[config.mk]
export PLATFORM = sky130hd
export DESIGN_NAME = seg7_scan_decoder
export DESIGN_NICKNAME = d
export VERILOG_FILES = /design/src/rtl/seg7_pkg.sv /design/src/rtl/seg7_glyph_decode.sv /design/src/rtl/seg7_scan_decoder.sv
export SDC_FILE = /design/constraint.sdc
export NUM_CORES = 1
export LEC_CHECK = 0
export BUFFER_PORTS_ARGS = -buffer_cell sky130_fd_sc_hd__buf_2
export CAP_MARGIN = 30
export CORE_AREA = 10 10 115 107
export DETAILED_ROUTE_END_ITERATION = 10
export DIE_AREA = 0 0 125 117
export GPL_TIMING_DRIVEN = 0
export PLACE_DENSITY = 0.7
export SYNTH_ARGS = -nofsm -noshare
export SYNTH_HDL_FRONTEND = slang
export SYNTH_HIERARCHICAL = 1
export SYNTH_SLANG_ARGS = --single-unit
[constraint.sdc]
create_clock -name clk -period 3.5 [get_ports clk]
set_input_delay 0.7 -clock clk [delete_from_list [all_inputs] [get_ports clk]]
set_output_delay 0.7 -clock clk [all_outputs]
set_load 0.02 [all_outputs]
[src/rtl/seg7_pkg.sv]
// Shared definitions for the 7-segment scan decoder: hex glyph table (a = MSB .. g = LSB,
// active-high), alternate glyphs enabled by SEG7_DECODE_ALIAS_EN, FSM encoding, entry record.
package seg7_pkg;

   localparam logic [6:0] GLYPH_0 = 7'b1111110;
   localparam logic [6:0] GLYPH_1 = 7'b0110000;
   localparam logic [6:0] GLYPH_2 = 7'b1101101;
   localparam logic [6:0] GLYPH_3 = 7'b1111001;
   localparam logic [6:0] GLYPH_4 = 7'b0110011;
   localparam logic [6:0] GLYPH_5 = 7'b1011011;
   localparam logic [6:0] GLYPH_6 = 7'b1011111;
   localparam logic [6:0] GLYPH_7 = 7'b1110000;
   localparam logic [6:0] GLYPH_8 = 7'b1111111;
   localparam logic [6:0] GLYPH_9 = 7'b1111011;
   localparam logic [6:0] GLYPH_A = 7'b1110111;
   localparam logic [6:0] GLYPH_B = 7'b0011111;
   localparam logic [6:0] GLYPH_C = 7'b1001110;
   localparam logic [6:0] GLYPH_D = 7'b0111101;
   localparam logic [6:0] GLYPH_E = 7'b1001111;
   localparam logic [6:0] GLYPH_F = 7'b1000111;

   // Alternate renderings some display drivers use: 7 with segment f, 9 without segment d.
   localparam logic [6:0] GLYPH_ALIAS_7 = 7'b1110010;
   localparam logic [6:0] GLYPH_ALIAS_9 = 7'b1110011;

   localparam logic [1:0] ST_WAIT_STABLE = 2'd0;
   localparam logic [1:0] ST_CAPTURE     = 2'd1;
   localparam logic [1:0] ST_HOLD        = 2'd2;

   typedef struct packed {
      logic [3:0] nib;
      logic       dot;
      logic       known;
   } seg7_entry_t;

endpackage

[src/rtl/seg7_glyph_decode.sv]
// Combinational glyph matcher: active-high a..g pattern to hex nibble plus known flag.
// Alternate 7/9 glyphs are accepted only when SEG7_DECODE_ALIAS_EN is defined.
module seg7_glyph_decode
   import seg7_pkg::*;
(
   input  logic [6:0] i_pat,
   output logic [3:0] o_nib,
   output logic       o_known
);

   always_comb begin
      o_nib   = 4'h0;
      o_known = 1'b1;
      case (i_pat)
         GLYPH_0:       o_nib = 4'h0;
         GLYPH_1:       o_nib = 4'h1;
         GLYPH_2:       o_nib = 4'h2;
         GLYPH_3:       o_nib = 4'h3;
         GLYPH_4:       o_nib = 4'h4;
         GLYPH_5:       o_nib = 4'h5;
         GLYPH_6:       o_nib = 4'h6;
         GLYPH_7:       o_nib = 4'h7;
         GLYPH_8:       o_nib = 4'h8;
         GLYPH_9:       o_nib = 4'h9;
         GLYPH_A:       o_nib = 4'hA;
         GLYPH_B:       o_nib = 4'hB;
         GLYPH_C:       o_nib = 4'hC;
         GLYPH_D:       o_nib = 4'hD;
         GLYPH_E:       o_nib = 4'hE;
         GLYPH_F:       o_nib = 4'hF;
`ifdef SEG7_DECODE_ALIAS_EN
         GLYPH_ALIAS_7: o_nib = 4'h7;
         GLYPH_ALIAS_9: o_nib = 4'h9;
`endif
         default:       o_known = 1'b0;
      endcase
   end

endmodule

[src/rtl/seg7_scan_decoder.sv]
// Reader for a scanned, active-low 7-segment display: recovers per-digit nibbles and dots
// and reports changes over valid/ready. Optional alias glyphs: SEG7_DECODE_ALIAS_EN.
module seg7_scan_decoder
   import seg7_pkg::*;
#(
   parameter int NDIGITS       = 8,
   parameter int STABLE_CYCLES = 4,
   parameter int IDX_W         = 3
) (
   input  logic                   clk,
   input  logic                   reset,
   input  logic [7:0]             seg_n,
   input  logic [NDIGITS-1:0]     dig_n,
   output logic [4*NDIGITS-1:0]   digits,
   output logic [NDIGITS-1:0]     dots,
   output logic [NDIGITS-1:0]     known,
   output logic                   upd_valid,
   input  logic                   upd_ready,
   output logic [IDX_W-1:0]       upd_index,
   output logic [3:0]             upd_data,
   output logic                   upd_dot,
   output logic                   upd_known,
   output logic                   overflow
);

   localparam int CNT_W = $clog2(STABLE_CYCLES + 1);

   logic [7:0]           r_seg_s1, r_seg_s2;
   logic [NDIGITS-1:0]   r_dig_s1, r_dig_s2;
   logic [CNT_W-1:0]     r_cnt;
   logic [1:0]           r_state;
   logic [4*NDIGITS-1:0] r_digits;
   logic [NDIGITS-1:0]   r_dots, r_known;
   logic                 r_vld, r_ovf;
   logic [IDX_W-1:0]     r_idx;
   logic [3:0]           r_data;
   logic                 r_dot, r_kn;

   logic                 w_chg, w_onehot, w_cap, w_evt;
   logic [NDIGITS-1:0]   w_sel;
   logic [IDX_W-1:0]     w_idx;
   logic [6:0]           w_pat;
   logic [3:0]           w_dec_nib;
   logic                 w_dec_known;
   seg7_entry_t          w_old, w_new;

   // A change is seen as it enters the second synchronizer stage, so the stable count
   // starts the cycle the new sample becomes visible.
   assign w_chg    = {r_dig_s1, r_seg_s1} != {r_dig_s2, r_seg_s2};
   assign w_sel    = ~r_dig_s2;
   assign w_onehot = (w_sel != '0) && ((w_sel & (w_sel - NDIGITS'(1))) == '0);
   assign w_pat    = ~r_seg_s2[6:0];

   seg7_glyph_decode u_decode (
      .i_pat   (w_pat),
      .o_nib   (w_dec_nib),
      .o_known (w_dec_known)
   );

   always_comb begin
      w_idx = '0;
      w_old = '0;
      for (int i = 0; i < NDIGITS; i++) begin
         if (w_sel[i]) begin
            w_idx     = IDX_W'(i);
            w_old.nib = r_digits[4*i +: 4];
            w_old.dot = r_dots[i];
            w_old.known = r_known[i];
         end
      end
   end

   // Unknown patterns keep the stored nibble but still update dot and known.
   always_comb begin
      w_new.nib   = w_dec_known ? w_dec_nib : w_old.nib;
      w_new.dot   = ~r_seg_s2[7];
      w_new.known = w_dec_known;
   end

   assign w_cap = (r_state == ST_CAPTURE) && w_onehot;
   assign w_evt = w_cap && (w_new != w_old);

   always_ff @(posedge clk) begin
      if (reset) begin
         r_seg_s1 <= '0;
         r_seg_s2 <= '0;
         r_dig_s1 <= '0;
         r_dig_s2 <= '0;
         r_cnt    <= '0;
         r_state  <= ST_WAIT_STABLE;
         r_digits <= '0;
         r_dots   <= '0;
         r_known  <= '0;
         r_vld    <= 1'b0;
         r_ovf    <= 1'b0;
         r_idx    <= '0;
         r_data   <= '0;
         r_dot    <= 1'b0;
         r_kn     <= 1'b0;
      end else begin
         r_seg_s1 <= seg_n;
         r_seg_s2 <= r_seg_s1;
         r_dig_s1 <= dig_n;
         r_dig_s2 <= r_dig_s1;

         if (w_chg)
            r_cnt <= '0;
         else if (r_cnt != CNT_W'(STABLE_CYCLES))
            r_cnt <= r_cnt + CNT_W'(1);

         case (r_state)
            ST_WAIT_STABLE:
               if (!w_chg && (r_cnt == CNT_W'(STABLE_CYCLES - 1)))
                  r_state <= ST_CAPTURE;
            ST_CAPTURE:
               r_state <= w_chg ? ST_WAIT_STABLE : ST_HOLD;
            ST_HOLD:
               if (w_chg)
                  r_state <= ST_WAIT_STABLE;
            default:
               r_state <= ST_WAIT_STABLE;
         endcase

         if (w_cap) begin
            for (int i = 0; i < NDIGITS; i++) begin
               if (w_sel[i]) begin
                  r_digits[4*i +: 4] <= w_new.nib;
                  r_dots[i]          <= w_new.dot;
                  r_known[i]         <= w_new.known;
               end
            end
         end

         // One-deep event slot; a new event may replace one leaving in the same cycle.
         if (w_evt) begin
            if (!r_vld || upd_ready) begin
               r_vld  <= 1'b1;
               r_idx  <= w_idx;
               r_data <= w_new.nib;
               r_dot  <= w_new.dot;
               r_kn   <= w_new.known;
            end else begin
               r_ovf <= 1'b1;
            end
         end else if (r_vld && upd_ready) begin
            r_vld <= 1'b0;
         end
      end
   end

   assign digits    = r_digits;
   assign dots      = r_dots;
   assign known     = r_known;
   assign upd_valid = r_vld;
   assign upd_index = r_idx;
   assign upd_data  = r_data;
   assign upd_dot   = r_dot;
   assign upd_known = r_kn;
   assign overflow  = r_ovf;

endmodule

Yosys cells after proc, flatten, opt, wreduce, memory -nomap -nowiden
Cells that the tools add are included.
- register bits: 96
- logic and storage cells: 119
- $add $sub $neg: 2
- eq/ne operators: 25
- muxes and demuxes: 25
- bitwise operators: 5
- reductions and logical operators: 26
- operator list (kind ; number):
    7-bit == test, second input constant ; 12
    4-bit one-hot mux with 15 select lines ; 1
    6-bit two-way mux ; 8
    2-bit AND reduction ; 12
    7-bit by 6-bit == test with 1-bit output, second input constant ; 3
    3-bit two-way mux ; 6
    16-bit inequality test ; 1
    16-bit OR reduction ; 1
    8-bit AND ; 1
    8-bit logical NOT ; 1
    8-bit inverter ; 1
    8-bit nonzero test ; 1
    8-bit by 1-bit subtractor with 8-bit output, second input constant ; 1
    7-bit by 5-bit == test with 1-bit output, second input constant ; 1
    7-bit inverter ; 1
    2-bit two-way mux ; 3
    6-bit inequality test ; 1
    2-bit one-hot mux with 3 select lines ; 1
    1-bit logical AND ; 5
    1-bit two-way mux ; 5
    4-bit two-way mux ; 1
    2-bit inequality test, second input constant ; 2
    3-bit by 1-bit adder with 3-bit output, second input constant ; 1
    3-bit by 2-bit == test with 1-bit output, second input constant ; 1
    10 further kinds ; 12

Depth between registers and ports, before layout
Gate-level depths: netlist of the first run.
- word-level depth: 14
- depth in mapped cells: 13

By module
Netlist of the first run, hierarchy kept.
- by module, submodules not included (module ; instances ; cells each ; area each (um^2) ; seq. area each (um^2)):
    seg7_scan_decoder ; 1 ; 459 ; 4433.0 ; 1921.8
    seg7_glyph_decode ; 1 ; 58 ; 374.1 ; 0.0

Worst setup path after synthesis of the first run
No wires, ideal clock.
- path kind: reg2reg
- start: register r_seg_s2[6]
- end: register r_data[3] (netlist: upd_data[3])
- data arrival time: 2.573 ns
- data required time: 3.420 ns
- setup slack: 0.847 ns
- stages on the path, launching flop included: 12
- path buffers: 1
- period minus slack after synthesis: 2.653 ns
- cell sequence: dfxtp_1 > inv_1 > or4b_1 > o221a_1 > nand4_1 > clkbuf_1 > inv_1 > a211o_1 > nand3_1 > a32oi_4 > and3b_1 > a211oi_2
- cells in the longest elaborated chain, start to end: 8
- elaborated cells between the ends (all ways): 24
- classes of those cells: 17 x eq/ne; 3 x mux; 1 x bitwise; 3 x reduce/logical
- ends and longest elaborated chain (what ; RTL line ; text):
    start, declared ; seg7_scan_decoder.sv:28 ; logic [7:0] r_seg_s1, r_seg_s2;
    start signal, assigned ; seg7_scan_decoder.sv:102 ; r_seg_s2 <= r_seg_s1;
    7-bit inverter (*) ; seg7_scan_decoder.sv:52 ; assign w_pat = ~r_seg_s2[6:0];
    via w_pat[6] ; seg7_scan_decoder.sv:42 ; logic [6:0] w_pat;
    7-bit == test (tied with other cells) ; seg7_glyph_decode.sv:14 ; case (i_pat)
    16-bit OR reduction (no line) (*) ; -- ;
    1-bit two-way mux (*) ; seg7_glyph_decode.sv:14 ;
    via w_dec_known ; seg7_scan_decoder.sv:44 ; logic w_dec_known;
    4-bit two-way mux ; seg7_scan_decoder.sv:75 ; w_new.nib = w_dec_known ? w_dec_nib : w_old.nib;
    6-bit inequality test ; seg7_scan_decoder.sv:81 ; assign w_evt = w_cap && (w_new != w_old);
    1-bit logical AND ; seg7_scan_decoder.sv:81 ;
    2-bit AND reduction (no line) ; -- ;
    end signal, assigned ; seg7_scan_decoder.sv:139 ; r_data <= w_new.nib;
    end, declared ; seg7_scan_decoder.sv:36 ; logic [3:0] r_data;
Mark *: on every way through the listed nets, which the timed path passes. The rest lies on a longest branch.
A chain may end at the register's enable or synchronous reset.

Final worst setup path of the first run
- start: register r_seg_s2[6]
- end: register r_data[2] (netlist: upd_data[2])
The elaborated chain is that of the path after synthesis.

==> impl_metrics.yaml, run 1 <==
global_routing:
  met2_usage: 0.2958
  grtUsageMet3: 0.05943
  antenna_found_initial: 0
  gr-total-overflow: 0
  grt_pass1_wl_um: 21650
  grtUsageTotal: 0.1820
  grt_start_max_net_pins: 15
  grt_most_used_layer: "met2"
  met1_usage: 0.2179
  grt_pass1_vias: 4151
power:
  power_frac_comb: 0.107
  clkPwrFrac: 0.350
  power_switching_mw: 0.5304
  ir_worst_vdd_mv: 0.3305
  power.density_mw_per_mm2: 371.0
  p_sw_frac: 0.2571
  power_frac_seq: 0.543
  p_leak_nw: 2.097
  cellInternalPower_mw: 1.532
setup_path:
  path_cells: "inv_1 > or4b_1 > o221a_1 > nand4_1 > clkbuf_1 > inv_1 > a31oi_1 > o211ai_1 > a21oi_1"
  worstPathMaxFanout: 9
  arrival_ns: 3.39
  crit_path_start_kind: "register"
  cp-end-kind: "register"
  max_stage_delay_ns: 0.78
  critPathRequiredTime_ns: 3.80
  cp_slowest_cell: "a31oi_1"
  crit_top_cell: "inv_1"
  crit_family: "compound AO/OA/AOI/OAI gates"
  worstSetupPathType: "register to register"
  cp_num_buf_inv: 3
floorplan:
  die_h_um: 117
  core-area_mm2: 0.009985
  die_x_um: 125
  io_pins: 78
  start_util: 0.4815
  die_area_mm2: 0.01463
  rows: 35
layout:
  drive_gt1_frac: 0.2373
  area_delta_synth_final_pct: 15.64
  fin_nets: 629
  n_antenna_cell: 0
clock_tree:
  clockRootBuffer: "clkbuf_8"
  clkSinkCount: 96
  ctsHoldBuffers: 0
  clk_latency_ns: 0.38
  postCtsSetupBuffers: 0
  cts_tree: "built"
  clockBufferDepth: 2
  htree_levels: 3
  clkTransAtPathRegs_ns: 0.08
  post_cts_resized: 0
  cts_buffers: 9
timing:
  setup_viol: 0
  layout_setup_ws_ns: 0.4096
  skew_ns: 0.01634
  tns_ns: 0
  relSlewSlack: 0.2994
  whs_ns: 0.4531
  final_max_slew_viol_count: 0
  finalHoldViolations: 0
  fmax_mhz: 323.6
  min_period_over_period: 0.8830
  fin_crit_ns: 3.090
  rsz0062_at_grt: "false"
  max_slew.worst_pin.slew_ns: 1.046
synth:
  seq_area_frac_synth: 0.3998
  syn_area_per_cell_um2: 9.298
  synth_edf_count: 0
  synthesis.nets: 539
  yosys_warnings: 6
  ys_seq_elements: 96
  synthDistinctLibCells: 70
  synth-main-ff-cell: "dfxtp_1"
  syn_area_mm2: 0.004807
  synth_cells: 517
  async_reset_ff_frac: 0
routing:
  routed_wl_um: 13200
  post-route-drc-count: 0
  drt_iter0_drc: 487
  via_count: 4193
  avgRoutedWirePerCell_um: 17.83
  final_antenna_net_count: 0
  firstDrtPassIters: 5
  viasPerCell: 5.666
placement:
  dp_hpwl_um: 10030
  place_congestion: 0.9280
  portBuffers: 76
  dp_slack_ns: 0.4540
outcome:
  status: "completed"
worst_hold_path:
  holdCritPathClass: "register to register"
run:
  drv_cap: 0
worst paths after layout:
| path | start | endpoint | slack [ns] | cells after the start |
|---|---|---|---|---|
| hold / removal | r_state[0] | r_state[0] | 0.45 | 1 |
| hold reg to reg | r_state[0] | r_state[0] | 0.45 | 1 |
| setup reg to reg | r_seg_s2[6] | upd_data[2] | 0.41 | 9 |
| setup / recovery | r_seg_s2[6] | upd_data[2] | 0.41 | 9 |
through the flow:
stage,std cells,cell area [um2],power (mW),util
final,740,5559,2.062,0.5568
after global routing,740,5559,2.146,0.5568
after CTS,740,5559,2.077,0.5568
after detailed placement,725,5371,1.362,0.5380
after global placement,722,5349,1.353,0.5357
after floorplan,517,4807,1.295,-
layout by cell type (no fill, tap or decap), types with 2 or more instances in the layout:
master,netlist,layout
o22ai_1,2,2
xor2_1,2,2
nor4bb_1,2,2
nand3_1,15,15
clkbuf_8,0,10
nand3b_1,9,9
mux2i_1,16,16
and3_1,3,3
nor2b_1,36,36
o41a_1,2,2
o21ai_1,2,2
a211oi_2,11,11
clkbuf_1,12,14
nand2b_1,14,14
o21ai_0,13,13
nand4b_1,3,3
or3_1,2,2
buf_2,8,84
a21oi_1,19,19
o221ai_1,4,4
nor3_1,5,5
a21o_1,4,4
nand4_1,9,9
clkinv_2,1,2
buf_4,8,11
nor2_1,63,63
buf_6,4,4
a211oi_1,29,29
a31oi_1,5,5
xnor2_1,19,19
and3b_1,6,6
nand2_1,17,17
nor2_8,8,8
ha_1,3,3
o211ai_1,9,9
dfxtp_1,96,96
inv_1,20,20
buf_1,2,2
o2111ai_1,2,2
state kept, by name, summed over array words and instances (netlist names):
signal / flops
known: 8
upd_valid: 1
r_seg_s2: 8
upd_index: 3
overflow: 1
digits: 32
upd_data: 4
r_state: 2
dots: 8
r_cnt: 3
r_seg_s1: 8
r_dig_s2: 8
upd_known: 1
r_dig_s1: 8
upd_dot: 1
Yosys cell counts, types with 3 or more instances:
master / count / area [um2]
a211oi_1: 29 / 217.7
xnor2_1: 19 / 166.4
a211oi_2: 11 / 137.6
o221ai_1: 4 / 35.03
nor3_1: 5 / 25.02
and3_1: 3 / 18.77
nand4_1: 9 / 56.30
nand3b_1: 9 / 67.56
buf_4: 8 / 60.06
o21ai_0: 13 / 65.06
clkbuf_1: 12 / 45.04
a21o_1: 4 / 30.03
a21oi_1: 19 / 95.09
nand3_1: 15 / 75.07
nor2_8: 8 / 160.2
dfxtp_1: 96 / 1922
a31oi_1: 5 / 31.28
mux2i_1: 16 / 160.2
ha_1: 3 / 37.54
nand2b_1: 14 / 87.58
nand4b_1: 3 / 26.28
nor2b_1: 36 / 225.2
o211ai_1: 9 / 67.56
nor2_1: 63 / 236.5
nand2_1: 17 / 63.81
and3b_1: 6 / 52.55
buf_6: 4 / 45.04
inv_1: 20 / 75.07
buf_2: 8 / 40.04
cells by family after synthesis:
logic type / count (synthesis) / share of synthesized area
AO/OA/AOI/OAI: 116 / 0.1913
multiplexers: 16 / 0.03332
adder cells (fa/ha/maj): 4 / 0.009892
XOR/XNOR: 21 / 0.03826
AND/OR/NAND/NOR: 207 / 0.2647
flip-flops: 96 / 0.3998
buffers and inverters: 57 / 0.06273
metal layers:
layer | vias to the layer above | part of all wire
li1 | 2018 | -
met1 | 2000 | 0.44
met2 | 150 | 0.46
met3 | 25 | 0.074
met4 | 0 | 0.024
met5 | - | 0
power by group through the flow:
stage / sequential [mW] / combinational (mW) / clock (mW)
3_3_place_gp: 1.15 / 0.207 / 0
4_1_cts: 1.12 / 0.217 / 0.739
6_report: 1.12 / 0.220 / 0.722
5_1_grt: 1.12 / 0.240 / 0.783
2_1_floorplan: 1.14 / 0.153 / 0
3_5_place_dp: 1.15 / 0.216 / 0
worst reg2reg max path: stages, from the launching register on:
cell and delay (ns):
dfxtp_1 0.35, inv_1 0.11, or4b_1 0.56, o221a_1 0.27
nand4_1 0.09, clkbuf_1 0.29, inv_1 0.19, a31oi_1 0.78
o211ai_1 0.20, a21oi_1 0.18
final cells by class:
class                           instances  area, um2
Timing Repair Buffer                   79      402.9
Clock inverter                          3      42.54
Buffer                                 35      217.7
Clock buffer                           12      145.1
Tap cell                              129      161.4
Fill cell                             914       4425
Inverter                               22      83.83
Multi-Input combinational cell        364       2584
Sequential cell                        96       1922
Power figures use the tool's default switching activity.
==> inputs of run 2 (changes only) <==
--- a/config.mk
+++ b/config.mk
@@ -5,13 +5,14 @@
 export SDC_FILE = /design/constraint.sdc
 export NUM_CORES = 1
 export LEC_CHECK = 0
+export ABC_AREA = 1
 export BUFFER_PORTS_ARGS = -buffer_cell sky130_fd_sc_hd__buf_2
 export CAP_MARGIN = 30
-export CORE_AREA = 10 10 115 107
+export CORE_AREA = 10 10 111 103
 export DETAILED_ROUTE_END_ITERATION = 10
-export DIE_AREA = 0 0 125 117
+export DIE_AREA = 0 0 121 113
 export GPL_TIMING_DRIVEN = 0
-export PLACE_DENSITY = 0.7
+export PLACE_DENSITY = 0.71
 export SYNTH_ARGS = -nofsm -noshare
 export SYNTH_HDL_FRONTEND = slang
 export SYNTH_HIERARCHICAL = 1
==> run 2 against run 1 <==
Net effect:
- routed wire length down 5.0%
- global-route usage down 0.21 points
- area after synthesis down 7.8%
- clock skew down 0.0065 ns
- critical path type unchanged
- largest power group unchanged
==> impl_metrics.yaml, run 2 <==
setup_path:
  cp_slowest_cell: "a21oi_1"
  arrival_ns: 3.32
  worstPathMaxFanout: 10
  critPathRequiredTime_ns: 3.75
  rrSetupSlack_ns: 0.43
  crit_top_cell: "nor2_1"
  cp-end-kind: "register"
  crit_path_start_kind: "register"
  max_stage_delay_ns: 0.95
  path_cells: "inv_1 > nand3_1 > nor2_1 > nor2_1 > nand2_1 > nor2_1 > nand2_1 > clkbuf_1 > clkinv_1 > a21oi_1 > nand4_1 > nand2_1 > nor2_1"
  worstSetupPathType: "register to register"
timing:
  layout_setup_ws_ns: 0.4298
  skew_ns: 0.009821
  fmax_mhz: 325.7
  max_slew.worst_pin.slew_ns: 1.147
  min_period_over_period: 0.8772
  finalHoldViolations: 0
  whs_ns: 0.4250
  relSlewSlack: 0.2356
  fin_crit_ns: 3.070
  setup_viol: 0
  tns_ns: 0
  final_max_slew_viol_count: 0
  rsz0062_at_grt: "false"
placement:
  portBuffers: 76
  place_congestion: 0.9310
  dp_slack_ns: 0.1715
  dp_hpwl_um: 9473
  dpl.cell_count: 858
power:
  p_sw_frac: 0.2482
  clkPwrFrac: 0.381
  ir_worst_vdd_mv: 0.2276
  power_frac_comb: 0.086
  p_leak_nw: 2.548
  power_switching_mw: 0.5217
  power.density_mw_per_mm2: 404.6
  power_frac_seq: 0.534
  cellInternalPower_mw: 1.580
clock_tree:
  clkSinkCount: 96
  postCtsSetupBuffers: 0
  cts_tree: "built"
  htree_levels: 3
  clkTransAtPathRegs_ns: 0.09
  clockRootBuffer: "clkbuf_8"
  clk_latency_ns: 0.35
  clockBufferDepth: 2
  cts_buffers: 9
layout:
  area_delta_synth_final_pct: 17.22
  final_cell_mix: "nand2_1, nor2_1, inv_1"
  n_antenna_cell: 0
  final_common_cell: "nand2_1"
  fin_nets: 769
  largest_reg_flops: 32
  drive_gt1_frac: 0.1451
  layout.cells.non_filler: 873
  num-fill-cells: 884
routing:
  firstDrtPassIters: 5
  via_count: 4350
  viasPerCell: 4.983
  routed_wl_um: 12540
  drt_iter0_drc: 345
  final_antenna_net_count: 0
  post-route-drc-count: 0
  avgRoutedWirePerCell_um: 14.36
global_routing:
  grtUsageTotal: 0.1798
  grt_start_max_net_pins: 16
  antenna_found_initial: 0
  grt_pass1_wl_um: 20110
  gr-total-overflow: 0
  grt_pass1_vias: 4103
synth:
  synthesis.nets: 681
  synthTopCellsByArea: "dfxtp_1, nand2_1, nor2_1, a21oi_1, inv_1"
  post-synth-top-count-cell: "nand2_1"
  synth_cells: 659
  synth.top_cell.area_share: 0.4335
  yosys_warnings: 6
  syn_area_mm2: 0.004433
  synth_common_cells: "nand2_1, nor2_1, inv_1"
  synth_edf_count: 0
  async_reset_ff_frac: 0
  seq_area_frac_synth: 0.4335
  synth_area_leader_cell: "dfxtp_1"
  synthDistinctLibCells: 28
  ys_seq_elements: 96
  synth-main-ff-cell: "dfxtp_1"
  syn_area_per_cell_um2: 6.727
outcome:
  status: "completed"
floorplan:
  die_h_um: 113
  rows: 33
  start_util: 0.4902
  core-area_mm2: 0.009042
  io_pins: 78
  die_area_mm2: 0.01367
  die_x_um: 121
worst_hold_path:
  holdCritPathClass: "register to register"
run:
  drv_cap: 0
==> run 2: cell count changes in the layout (fill, tap and decap cells not counted), sizes merged, moves of 36 or more <==
cell	previous run	this run
nand2	18	117
o21ai	15	53
a21oi	19	73
nor2	72	114
inv	21	97
a211oi	40	0
nor2b	36	0
==> run 2: worst max-delay path, delay by kind of cell (launching register included) <==
| kind | cells | cell delay [ns] |
|---|---|---|
| and+or+nand+nor | 9 | 0.96 |
| AOI/OAI and AO/OA | 1 | 0.95 |
| buffers and inverters | 3 | 0.77 |
| DFF | 1 | 0.30 |
==> run 2: logic make-up (layout without fill, tap and decap cells) <==
group                    Yosys count  in the layout  synth area share
adder cells (fa/ha/maj)            3              3          0.008468
flip-flops                        96             96            0.4335
AO/OA/AOI/OAI                    135            135            0.1578
buffers and inverters            129            221            0.1129
AND/OR/NAND/NOR                  287            287            0.2695
XOR/XNOR                           9              9           0.01778
==> run 2: final timing paths <==
| kind | from | end | depth (start not counted) |
|---|---|---|---|
| worst max-delay path | r_seg_s2[5] | upd_data[0] | 13 |
| worst min-delay path | r_state[1] | r_state[0] | 1 |
| worst max register to register | r_seg_s2[5] | upd_data[0] | 13 |
| worst min register to register | r_state[1] | r_state[0] | 1 |
==> run 2: layout make-up <==
class	instances	area [um2]	share of cell area
sequential	96	1922	0.3699
inverter	99	371.6	0.07151
tap	122	152.6	0.02938
multi-input combinational	434	2014	0.3877
buffer	30	128.9	0.02480
timing repair buffer	77	387.9	0.07464
clock inverter	5	81.33	0.01565
clock buffer	10	137.6	0.02649
==> run 2: power by group through the flow <==
stage	Combinational [mW]	Clock, mW	Sequential, mW
4_1_cts	0.177	0.817	1.12
3_3_place_gp	0.174	0	1.15
2_1_floorplan	0.121	0	1.14
3_5_place_dp	0.177	0	1.15
6_report	0.180	0.800	1.12
5_1_grt	0.200	0.857	1.13
==> run 2: through the flow <==
step	power (mW)	instance area [um2]	util
floorplan	1.265	4433	-
global placement	1.321	4966	0.5492
detailed placement	1.324	4974	0.5500
CTS	2.116	5192	0.5742
global route	2.182	5196	0.5747
finish	2.102	5196	0.5747
==> run 2: what timing repair did <==
action | in CTS | in global routing
gates resized for setup | 0 | 1
endpoints found under the setup margin | 0 | 6
hold buffers | 0 | 0
==> run 2: routing by layer <==
metal	global-route usage	vias to the layer above	wire length, um
met5	0	-	0
met3	0.05070	16	1165
met2	0.2839	184	5509
li1	-	2264	-
met1	0.2349	1886	5719
met4	0.04743	0	143
==> inputs of run 3 (changes only) <==
--- a/config.mk
+++ b/config.mk
@@ -8,11 +8,12 @@
 export ABC_AREA = 1
 export BUFFER_PORTS_ARGS = -buffer_cell sky130_fd_sc_hd__buf_2
 export CAP_MARGIN = 30
-export CORE_AREA = 10 10 111 103
+export CORE_AREA = 10 10 101 112
+export CTS_BUF_LIST = sky130_fd_sc_hd__clkbuf_4
 export DETAILED_ROUTE_END_ITERATION = 10
-export DIE_AREA = 0 0 121 113
+export DIE_AREA = 0 0 111 122
 export GPL_TIMING_DRIVEN = 0
-export PLACE_DENSITY = 0.71
+export PLACE_DENSITY = 0.72
 export SYNTH_ARGS = -nofsm -noshare
 export SYNTH_HDL_FRONTEND = slang
 export SYNTH_HIERARCHICAL = 1
==> run 3 against run 2 <==
Net effect:
- flip-flop and latch count unchanged
- largest cell class unchanged
- register-to-register slack lost 0.04 ns
- first-iteration DRC count is 17% lower
- critical path type unchanged
==> impl_metrics.yaml, run 3 (synthesized netlist as in run 2, its figures left out) <==
setup_path:
  path_cells: "inv_1 > inv_1 > nor3_1 > nand3_1 > nand3_1 > nor2_1 > nand2_1 > clkbuf_1 > clkinv_1 > clkbuf_1 > a21oi_1 > buf_4 > nand4_1 > nand2_1 > nor2_1"
  cp-end-kind: "register"
  rr_endpoint: "upd_data[2]"
  rrSetupSlack_ns: 0.39
  cp_slowest_cell: "a21oi_1"
  cp_num_buf_inv: 6
  crit_family: "buffers and inverters"
  timing.rr.start: "r_seg_s2[6]"
  cp.depth: 15
  max_stage_delay_ns: 0.43
  worstPathMaxFanout: 10
  crit_path_start_kind: "register"
  arrival_ns: 3.49
  critPathRequiredTime_ns: 3.88
  rr_worst_depth: 15
  worstSetupPathType: "register to register"
layout:
  final_cell_mix: "nand2_1, nor2_1, inv_1"
  n_antenna_cell: 0
  drive_gt1_frac: 0.1411
  area_delta_synth_final_pct: 14.42
  num-fill-cells: 923
  fin_nets: 769
  final_common_cell: "nand2_1"
  layout.cells.non_filler: 868
  fin_util: 0.5562
  largest_reg_flops: 32
  final_cell_area_mm2: 0.005072
routing:
  drt_iter0_drc: 288
  final_antenna_net_count: 0
  routed_wl_um: 12340
  post-route-drc-count: 0
  viasPerCell: 5.093
  avgRoutedWirePerCell_um: 14.21
  via_count: 4421
  firstDrtPassIters: 7
clock_tree:
  ctsHoldBuffers: 0
  clockRootBuffer: "clkbuf_4"
  clk_latency_ns: 0.46
  postCtsSetupBuffers: 0
  clkTransAtPathRegs_ns: 0.16
  clockBufferDepth: 2
  post_cts_resized: 0
  clkSinkCount: 96
  cts_buffers: 9
  htree_levels: 3
  cts_tree: "built"
power:
  clkPwrFrac: 0.282
  finalPower_mw: 1.813
  power_frac_comb: 0.098
  power.density_mw_per_mm2: 357.4
  power_frac_seq: 0.620
  p_leak_nw: 2.496
  p_sw_frac: 0.2816
  cellInternalPower_mw: 1.302
  power_switching_mw: 0.5105
  ir_worst_vdd_mv: 0.3059
worst_hold_path:
  holdPathEnd: "r_state[0]"
  holdCritPathClass: "register to register"
  min_from: "r_state[1]"
  holdPathStages: 1
floorplan:
  die_x_um: 111
  core-area_mm2: 0.009120
  die_h_um: 122
  rows: 37
  die_area_mm2: 0.01354
  io_pins: 78
  start_util: 0.4861
timing:
  final_max_slew_viol_count: 0
  min_period_over_period: 0.8885
  rsz0062_at_grt: "false"
  finalHoldViolations: 0
  setup_viol: 0
  skew_ns: 0.01983
  fmax_mhz: 321.6
  relSlewSlack: 0.3064
  max_slew.worst_pin.slew_ns: 1.040
  fin_crit_ns: 3.110
  tns_ns: 0
global_routing:
  grt_pass1_wl_um: 20500
  grt_pass1_vias: 4342
  gr-total-overflow: 0
  grtUsageTotal: 0.1802
  antenna_found_initial: 0
  grt_start_max_net_pins: 16
placement:
  portBuffers: 76
  postPlaceCellArea_mm2: 0.004967
  dp_hpwl_um: 9428
  dpl.cell_count: 853
  place_congestion: 0.9240
run:
  drv_cap: 0
outcome:
  status: "completed"
-- run 3: routing by layer --
metal	global-route usage	vias to the layer above	routed length [um]
met5	0	-	0
met4	0.06596	0	202
met3	0.03589	21	855
met2	0.3197	142	5881
met1	0.2114	1981	5398
li1	-	2277	-
-- run 3: worst register-to-register path, delay by kind of cell, from the launching register on --
family          cells  cell delay [ns]
simple gates        8             0.85
buf+inv             6             1.41
compound gates      1             0.43
flops               1             0.35
-- run 3: how the worst max path moves through the flow --
stage	startpoint	to	slack [ns]
final	r_seg_s2[6]	upd_data[2]	0.39
after global routing	r_seg_s2[5]	upd_data[2]	0.11
after CTS	r_seg_s2[5]	upd_data[2]	0.44
after detailed placement	r_seg_s2[5]	upd_data[2]	0.43
after global placement	r_seg_s2[5]	upd_data[2]	0.15
after floorplan	r_seg_s2[5]	upd_data[2]	1.09
-- run 3: through the flow --
step	setup slack, ns	hold WS (ns)
2_1_floorplan	1.092	0.3972
3_3_place_gp	0.1512	0.4046
3_5_place_dp	0.4350	0.4177
4_1_cts	0.4355	0.4289
5_1_grt	0.1077	0.4236
6_report	0.3901	0.4279
-- run 3: cell type report --
type                    count  area (um2)  area share
multi-input cells         434        2011      0.3964
plain buffers              30       128.9     0.02541
clock buffers               9       67.56     0.01332
well taps                 117       146.4     0.02886
flip-flops and latches     96        1922      0.3789
inverters                  99       371.6     0.07326
repair buffers             77       387.9     0.07647
clock inverters             6       37.54    0.007400
-- run 3: power groups by stage --
stage	Clock, mW	Sequential (mW)	Combinational [mW]
final	0.512	1.12	0.177
after global routing	0.565	1.13	0.200
after CTS	0.516	1.12	0.176
after detailed placement	0	1.15	0.175
after global placement	0	1.15	0.171
after floorplan	0	1.14	0.121
